**config.mk**
```make
export PLATFORM = sky130hd
export DESIGN_NAME = press_repeat_counter
export DESIGN_NICKNAME = d
export VERILOG_FILES = /design/src/rtl/press_repeat_counter.sv
export SDC_FILE = /design/constraint.sdc
export NUM_CORES = 1
export LEC_CHECK = 0
export BUFFER_PORTS_ARGS = -buffer_cell sky130_fd_sc_hd__buf_2
export CORE_AREA = 8 8 79 88
export DETAILED_ROUTE_END_ITERATION = 12
export DIE_AREA = 0 0 87 96
export PLACE_DENSITY = 0.74
export SETUP_SLACK_MARGIN = 0.3
export SLEW_MARGIN = 20
export SYNTH_ARGS = -nofsm -noshare
export SYNTH_HDL_FRONTEND = slang
export SYNTH_SLANG_ARGS = --single-unit
export TNS_END_PERCENT = 5
```
**constraint.sdc**
```tcl
create_clock -name clk -period 3.2 [get_ports clk]
set_clock_uncertainty 0.15 [all_clocks]
set_input_delay 0.32 -clock clk [delete_from_list [all_inputs] [get_ports clk]]
set_output_delay 0.32 -clock clk [all_outputs]
set_load 0.01 [all_outputs]
```
**src/rtl/press_repeat_counter.sv**
```systemverilog
// Up/down press counter with hold-to-repeat, fed by debounced button levels and edge pulses.
// A press steps once; holding past HOLD_CYCLES auto-repeats every REPEAT_CYCLES.
module press_repeat_counter #(
  parameter int WIDTH         = 16,
  parameter int HOLD_CYCLES   = 50_000_000,
  parameter int REPEAT_CYCLES = 10_000_000,
  parameter int WRAP          = 1
) (
  input  logic             clk,
  input  logic             reset_n,
  input  logic             up_level,
  input  logic             up_pulse,
  input  logic             down_level,
  input  logic             down_pulse,
  input  logic             clear_pulse,
  output logic [WIDTH-1:0] count,
  output logic             changed,
  output logic             wrap,
  output logic             repeat_active
);

  localparam int TMAX = (HOLD_CYCLES > REPEAT_CYCLES) ? HOLD_CYCLES : REPEAT_CYCLES;
  localparam int TW   = $clog2(TMAX);
  localparam logic [TW-1:0]    HOLD_LAST = TW'(HOLD_CYCLES - 1);
  localparam logic [TW-1:0]    RPT_LAST  = TW'(REPEAT_CYCLES - 1);
  localparam logic [WIDTH-1:0] CNT_MAX   = '1;

  typedef enum logic [2:0] {IDLE, HOLD_UP, RPT_UP, HOLD_DN, RPT_DN} state_t;

  state_t        state, state_nxt;
  logic [TW-1:0] timer, timer_nxt;
  logic          step_up, step_dn;

  // Next-state decision; clear and a double press both abandon any step.
  always_comb begin
    state_nxt = state;
    timer_nxt = timer;
    step_up   = 1'b0;
    step_dn   = 1'b0;
    if (clear_pulse || (up_pulse && down_pulse)) begin
      state_nxt = IDLE;
      timer_nxt = '0;
    end else begin
      case (state)
        IDLE: begin
          timer_nxt = '0;
          if (up_pulse && !down_level) begin
            step_up   = 1'b1;
            state_nxt = HOLD_UP;
          end else if (down_pulse && !up_level) begin
            step_dn   = 1'b1;
            state_nxt = HOLD_DN;
          end
        end
        HOLD_UP, RPT_UP: begin
          if (!up_level || down_level) begin
            state_nxt = IDLE;
            timer_nxt = '0;
          end else if (timer == ((state == HOLD_UP) ? HOLD_LAST : RPT_LAST)) begin
            step_up   = 1'b1;
            state_nxt = RPT_UP;
            timer_nxt = '0;
          end else begin
            timer_nxt = timer + 1'b1;
          end
        end
        HOLD_DN, RPT_DN: begin
          if (!down_level || up_level) begin
            state_nxt = IDLE;
            timer_nxt = '0;
          end else if (timer == ((state == HOLD_DN) ? HOLD_LAST : RPT_LAST)) begin
            step_dn   = 1'b1;
            state_nxt = RPT_DN;
            timer_nxt = '0;
          end else begin
            timer_nxt = timer + 1'b1;
          end
        end
        default: begin
          state_nxt = IDLE;
          timer_nxt = '0;
        end
      endcase
    end
  end

  always_ff @(posedge clk or negedge reset_n) begin
    if (!reset_n) begin
      state         <= IDLE;
      timer         <= '0;
      count         <= '0;
      changed       <= 1'b0;
      wrap          <= 1'b0;
      repeat_active <= 1'b0;
    end else begin
      state         <= state_nxt;
      timer         <= timer_nxt;
      repeat_active <= (state_nxt == RPT_UP) || (state_nxt == RPT_DN);
      changed       <= 1'b0;
      wrap          <= 1'b0;
      if (clear_pulse) begin
        count   <= '0;
        changed <= |count;
      end else if (step_up) begin
        if (count != CNT_MAX) begin
          count   <= count + 1'b1;
          changed <= 1'b1;
        end else if (WRAP != 0) begin
          count   <= '0;
          changed <= 1'b1;
          wrap    <= 1'b1;
        end
      end else if (step_dn) begin
        if (count != '0) begin
          count   <= count - 1'b1;
          changed <= 1'b1;
        end else if (WRAP != 0) begin
          count   <= CNT_MAX;
          changed <= 1'b1;
          wrap    <= 1'b1;
        end
      end
    end
  end

endmodule

```
==> flow_summary_export.csv, run 1 <==
group,metric,value,unit
sta,setup_violations,0,
cts,clkTransAtPathRegs,0.09,ns
logic_synthesis,synthesis.area,3207,um^2
sta,worstMarginPinSlew,0.9163,ns
final_layout,seqCellArea,1201,um^2
die,dieArea,8352,um^2
global_routing,gr-total-overflow,0,
logic_synthesis,yosysWarnings,0,
global_routing,grt_pass1_vias,2846,
routing,via_count,2913,
worst_setup_path,crit_slowest_cell,"or4b_1",
logic_synthesis,ys.flop_type,"dfrtp_1",
sta,fin_tns_setup,0,ns
logic_synthesis,ys_ff_latch,48,
cts,cts_tree,"done",
logic_synthesis,seq_area_frac_synth,37.46,%
die,die_w,87,um
final_layout,nFillCells,496,
worst_setup_path,cp-end-kind,"flip-flop",
logic_synthesis,yosysTopAreaCellShare,37.46,%
global_routing,antenna_found_initial,0,
logic_synthesis,syn-num-nets,391,
routing,drtAntennaViolNets,0,
logic_synthesis,synth_area_leaders,"dfrtp_1 (37%), nor2_1 (7.8%), xor2_1 (5.2%)",
pwr,internal-power,0.001150,W
cts,cts_buffer_depth,2,
final_layout,finish.utilization,63.94,%
worst_setup_path,max_stage_delay,0.52,ns
logic_synthesis,ys_types,71,
pwr,pwr-share-comb,41.1,%
worst_setup_path,crit_cells,8,
sta,finalCritPeriodShare,89.91,%
final_layout,fin_nets,413,
die,design.core.area,5552,um^2
worst_setup_path,worst-path-buf-inv,1,
routing,wire_per_inst,16.28,um
global_routing,grt_pass1_wl,13.52,mm
sta,min_period,2.877,ns
worst_setup_path,r2r_cells,8,
routing,first_iter_violations,163,
die,die_y,96,um
worst_setup_path,cp_max_fo,4,
flow_run,maxCapViolations,0,
die,start_util,57.76,%
logic_synthesis,yosysTopAreaCell,"dfrtp_1",
final_layout,final_cell_mix,"nor2_1 (67), dfrtp_1 (48), nand2_1 (24), buf_2 (24), xor2_1 (19)",
placed_design,io_buffers,25,
placed_design,gp_congestion,0.9005,
cts,cts_root_buffer,"clkbuf_8",
routing,drtPass1Iterations,4,
worst_setup_path,critPathRequiredTime,3.28,ns
sta,fmaxAchievable,347.6,MHz
sta,hold_viol_final,0,
cts,htreeDepth,2,
routing,drc,0,
worst_setup_path,start_kind,"flip-flop",
pwr,leakagePower,1.437,nW
final_layout,drive_gt1_share,16.38,%
sta,slew_headroom,38.35,%
sta,rsz0062_at_grt,"yes",
routing,vias_per_cell,6.069,
cts,cts_sinks,48,
die,row_count,29,
logic_synthesis,syn_inst,380,
global_routing,grt_max_degree,49,
final_layout,final_common_cell,"nor2_1",
routing,routed_wl,7.813,mm
worst_setup_path,worstPathCellList,"or4b_1 > or4_4 > a2111o_1 > a21oi_4 > buf_4 > a21oi_1 > mux2_4 > o21ai_1",
worst_hold_path,hold_class,"in -> reg",
worst_hold_path,hold_depth,2,
global_routing,grt_usage,20.25,%
final_layout,multi_input_area,1894,um^2
cts,insertion_delay,0.31,ns
pwr,power.density,530.5,nW/um^2
cts,cts_made_buffers,5,
pwr,switchingPower,0.0007331,W
sta,final_max_slew_viol_count,0,
worst_setup_path,path_class,"reg -> reg",
logic_synthesis,syn_avg_cell_area,8.439,um^2
pwr,seq_power_share,39.2,%
worst_setup_path,critical-path-top-delay-family,"simple AND/OR/NAND/NOR gates",
pwr,sw_frac_of_total,38.93,%
logic_synthesis,synth_edf_count,0,
status,status,"finished, final reports clean",
die,pin_count,26,
pwr,peakVddDrop,0.0006296,V
final_layout,num_antenna_cells,0,
logic_synthesis,async_reset_ff_share,100.0,%
final_layout,areaGrowthSynthToFinish,10.69,%
placed_design,dp_hpwl,5.618,mm
pwr,pwr-share-clk,19.8,%
worst_setup_path,critical_path_arrival,2.96,ns
-- Yosys cell counts (all sizes together) (5+ instances only) --
cell type   n
nor2       68
dfrtp      48
nand2      24
o21ai      23
xor2       19
nand3      17
clkbuf     14
nor3       14
a21oi      13
inv        12
xnor2      12
nand4      10
and3        9
buf         7
nor4        7
or3         6
a31oi       5
o211ai      5
-- registers in the layout, indices dropped and copies added, names as in the netlist --
name,cells
changed,1
state,3
repeat_active,1
timer,26
wrap,1
count,16
-- metal layers --
| metal | routed length [um] | GRT usage, % | vias to the layer above | part of all wire, % |
|---|---|---|---|---|
| li1 | - | - | 1402 | - |
| met5 | 0 | 0 | - | 0 |
| met1 | 3288 | 24.00 | 1412 | 42 |
| met2 | 4012 | 35.54 | 86 | 51 |
| met3 | 342 | 3.501 | 13 | 4.4 |
| met4 | 170 | 8.333 | 0 | 2.2 |
-- layout make-up --
type	instances	share of cell area (%)
Clock inverter	3	0.6697
Tap cell	77	2.714
Inverter	12	1.269
Clock buffer	5	1.939
Sequential cell	48	33.84
Timing Repair Buffer	36	6.204
Multi-Input combinational cell	299	53.37
-- logic make-up (layout without fill, tap and decap cells) --
logic type | Yosys count | count (layout) | share of synthesized area (%)
AOI/OAI and AO/OA | 79 | 79 | 18.34
xor gates and xnor gates | 31 | 31 | 8.467
adders and majority gates | 4 | 4 | 1.561
buffers and inverters | 33 | 56 | 4.370
DFF | 48 | 48 | 37.46
muxes | 2 | 2 | 0.7802
and+or+nand+nor | 183 | 183 | 29.03
-- final timing paths --
kind | start | end | slack (ns)
worst max-delay path | timer[11] | count[11] | 0.32
worst min-delay path | clear_pulse | count[3] | 0.19
worst max register to register | timer[11] | count[11] | 0.32
worst min register to register | timer[0] | timer[0] | 0.32
max in group asynchronous | reset_n | wrap | 2.07
min in group asynchronous | reset_n | timer[3] | 0.41
-- power groups by stage --
stage	clock network [W]	registers, W	logic (W)
floorplan	0	0.000725	0.000560
global placement	0	0.000746	0.000754
detailed placement	0	0.000748	0.000763
CTS	0.000387	0.000737	0.000769
global route	0.000402	0.000749	0.000870
finish	0.000373	0.000737	0.000773
-- metrics by stage --
step	hold WS (ns)	instance area [um^2]	instances	worst slack (ns)	total power (W)
detailed placement	0.3069	3393	469	0.3186	0.001511
global route	0.2162	3550	480	0.2057	0.002021
finish	0.1908	3550	480	0.3228	0.001883
floorplan	-0.1256	3207	380	0.5395	0.001285
CTS	0.07517	3501	479	0.3201	0.001892
global placement	0.2967	3393	469	0.3614	0.001500
-- timing repair --
| action | in CTS | in global routing |
|---|---|---|
| resized for setup | 0 | 7 |
| hold endpoints to repair | 0 | 48 |
| endpoints found under the setup margin | 1 | 17 |
| pin swaps | 1 | 1 |
| setup buffers | 2 | 0 |
| hold buffers | 0 | 1 |
(Power assumes the default switching activity.)
==> inputs of run 2 (changes only) <==
- CTS_BUF_LIST: unset -> sky130_fd_sc_hd__clkbuf_16
==> run 2 against run 1 <==
Sequential share of layout area is 0.47 points lower. Clock-buffer cell count stayed put. Die area stayed put. Largest power group unchanged. Combinational power is 0.6% higher. Setup slack worse by 0.017 ns. Non-clock buffer count stayed put. Critical path depth stayed put. Cell count stayed put. Highest routed layer unchanged. Fmax is 0.58% lower. Worst hold slack better by 0.021 ns.
==> flow_summary_export.csv, run 2 (synthesis results as in run 1) <==
group,metric,value,unit
sta,rsz0062_at_grt,"yes",
routing,wire_per_inst,16.60,um
worst_hold_path,holdPathEnd,"state[0]",
global_routing,grt.busiest_layer,"met2",
sta,fin_tns_setup,0,ns
worst_setup_path,critical_path_arrival,2.95,ns
die,die_w,87,um
global_routing,use_met2,36.43,%
worst_setup_path,r2r_start,"timer[11]",
worst_setup_path,max_stage_delay,0.53,ns
worst_setup_path,cp-end-kind,"flip-flop",
final_layout,drive_gt1_share,16.13,%
sta,slew_headroom,40.02,%
worst_setup_path,critical-path-top-delay-family,"simple AND/OR/NAND/NOR gates",
final_layout,areaGrowthSynthToFinish,12.25,%
sta,final_max_slew_viol_count,0,
pwr,internal-power,0.001287,W
pwr,seq_power_share,36.2,%
sta,hold_viol_final,0,
cts,cts_made_buffers,5,
global_routing,grt_pass1_vias,2849,
cts,insertion_delay,0.29,ns
routing,drtPass1Iterations,5,
pwr,pwr-share-comb,38.1,%
cts,cts_root_buffer,"clkbuf_16",
cts,cts_sinks,48,
pwr,peakVddDrop,0.0006593,V
final_layout,largest_register,"timer",
sta,worstMarginPinSlew,0.8915,ns
cts,cts_buffer_depth,2,
die,die_y,96,um
cts,clkTransAtPathRegs,0.07,ns
flow_run,maxCapViolations,0,
sta,fmaxAchievable,345.5,MHz
routing,routed_wl,7.967,mm
worst_setup_path,worstPathCellList,"or4b_1 > or4_4 > a2111o_1 > a21oi_4 > buf_4 > a21oi_1 > mux2_4 > o21ai_1",
pwr,leakagePower,1.461,nW
final_layout,fin_nets,413,
placed_design,gp_congestion,0.9005,
global_routing,met1_usage,23.94,%
routing,vias_per_cell,6.046,
routing,drc,0,
global_routing,grt_pass1_wl,13.69,mm
die,start_util,57.76,%
die,design.core.area,5552,um^2
worst_setup_path,worst-path-buf-inv,1,
worst_setup_path,reg2reg_setup_slack,0.31,ns
final_layout,reg_top3,"timer: 26 flops, count: 16 flops, state: 3 flops",
sta,finalCritPeriodShare,90.44,%
die,pin_count,26,
cts,htreeDepth,2,
final_layout,num_antenna_cells,0,
final_layout,largest_register_ffs,26,
worst_setup_path,startpoint,"timer[11]",
worst_setup_path,crit_slowest_cell,"or4b_1",
pwr,power.density,567.0,nW/um^2
cts,cts_tree,"done",
routing,drtAntennaViolNets,0,
die,row_count,29,
pwr,pwr-share-clk,25.7,%
placed_design,dp_hpwl,5.618,mm
sta,setup_violations,0,
global_routing,gr-total-overflow,0,
worst_setup_path,start_kind,"flip-flop",
routing,first_iter_violations,184,
worst_setup_path,timing.rr.end,"count[11]",
die,dieArea,8352,um^2
worst_hold_path,min_from,"down_pulse",
routing,via_count,2902,
placed_design,io_buffers,25,
worst_setup_path,cp_max_fo,4,
global_routing,grtUsageMet3,3.672,%
final_layout,final_common_cell,"nor2_1",
worst_hold_path,hold_depth,3,
worst_setup_path,critPathRequiredTime,3.26,ns
status,status,"finished, final reports clean",
sta,min_period,2.894,ns
final_layout,final_cell_mix,"nor2_1 (67), dfrtp_1 (48), nand2_1 (24), buf_2 (24), xor2_1 (19)",
worst_hold_path,hold_class,"in -> reg",
global_routing,antenna_found_initial,0,
placed_design,dpl.cell_count,469,
final_layout,fin_cells,480,
global_routing,grt_max_degree,49,
pwr,sw_frac_of_total,36.96,%
worst_setup_path,r2r_cells,8,
global_routing,grt_usage,20.59,%
pwr,switchingPower,0.0007544,W
worst_setup_path,path_class,"reg -> reg",
[run 2: repair_timing]
action | 4_1_cts | 5_1_grt
resized for setup | 0 | 6
pin swaps | 1 | 1
hold endpoints to repair | 0 | 48
hold buffers | 0 | 1
setup endpoints to repair | 1 | 17
buffers inserted | 2 | 0
[run 2: stage by stage]
step | instance area, um^2 | power, W | hold WS, ns | util [%] | setup slack [ns]
6_report | 3600 | 0.002041 | 0.2120 | 64.84 | 0.3060
3_5_place_dp | 3393 | 0.001511 | 0.3069 | 61.12 | 0.3186
4_1_cts | 3557 | 0.002038 | 0.1126 | 64.07 | 0.3193
3_3_place_gp | 3393 | 0.001500 | 0.2967 | 61.12 | 0.3614
5_1_grt | 3600 | 0.002176 | 0.2490 | 64.84 | 0.2091
2_1_floorplan | 3207 | 0.001285 | -0.1256 | - | 0.5395
[run 2: power groups by stage]
stage / Sequential, W / Clock, W / Combinational, W
after detailed placement: 0.000748 / 0 / 0.000763
after CTS: 0.000737 / 0.000533 / 0.000769
final: 0.000738 / 0.000524 / 0.000778
after floorplan: 0.000725 / 0 / 0.000560
after global routing: 0.000749 / 0.000556 / 0.000870
after global placement: 0.000746 / 0 / 0.000754
[run 2: layer usage]
metal  vias to the layer above  wire length [um]
met5                         -                 0
met4                         0               182
met3                        17               312
met2                        78              4124
met1                      1401              3349
li1                       1406                 -
[run 2: final cells by class]
cell class,instances,area (um^2)
clock inverters,3,23.77
well taps,77,96.34
multi-input cells,299,1888
flip-flops and latches,48,1201
repair buffers,36,220.2
inverters,12,45.04
clock buffers,5,125.1
fillers,497,1952
[run 2: worst register-to-register path, stage by stage (launching register included)]
cell	delay, ns
dfrtp_1	0.40
or4b_1	0.53
or4_4	0.49
a2111o_1	0.37
a21oi_4	0.22
buf_4	0.16
a21oi_1	0.05
mux2_4	0.31
o21ai_1	0.14
[run 2: worst max path at each step]
| stage | to | slack (ns) | cells after the start |
|---|---|---|---|
| after floorplan | count[13] | 0.54 | 8 |
| after global placement | count[9] | 0.36 | 8 |
| after detailed placement | count[9] | 0.32 | 8 |
| after CTS | count[6] | 0.32 | 7 |
| after global routing | count[9] | 0.21 | 8 |
| final | count[11] | 0.31 | 8 |
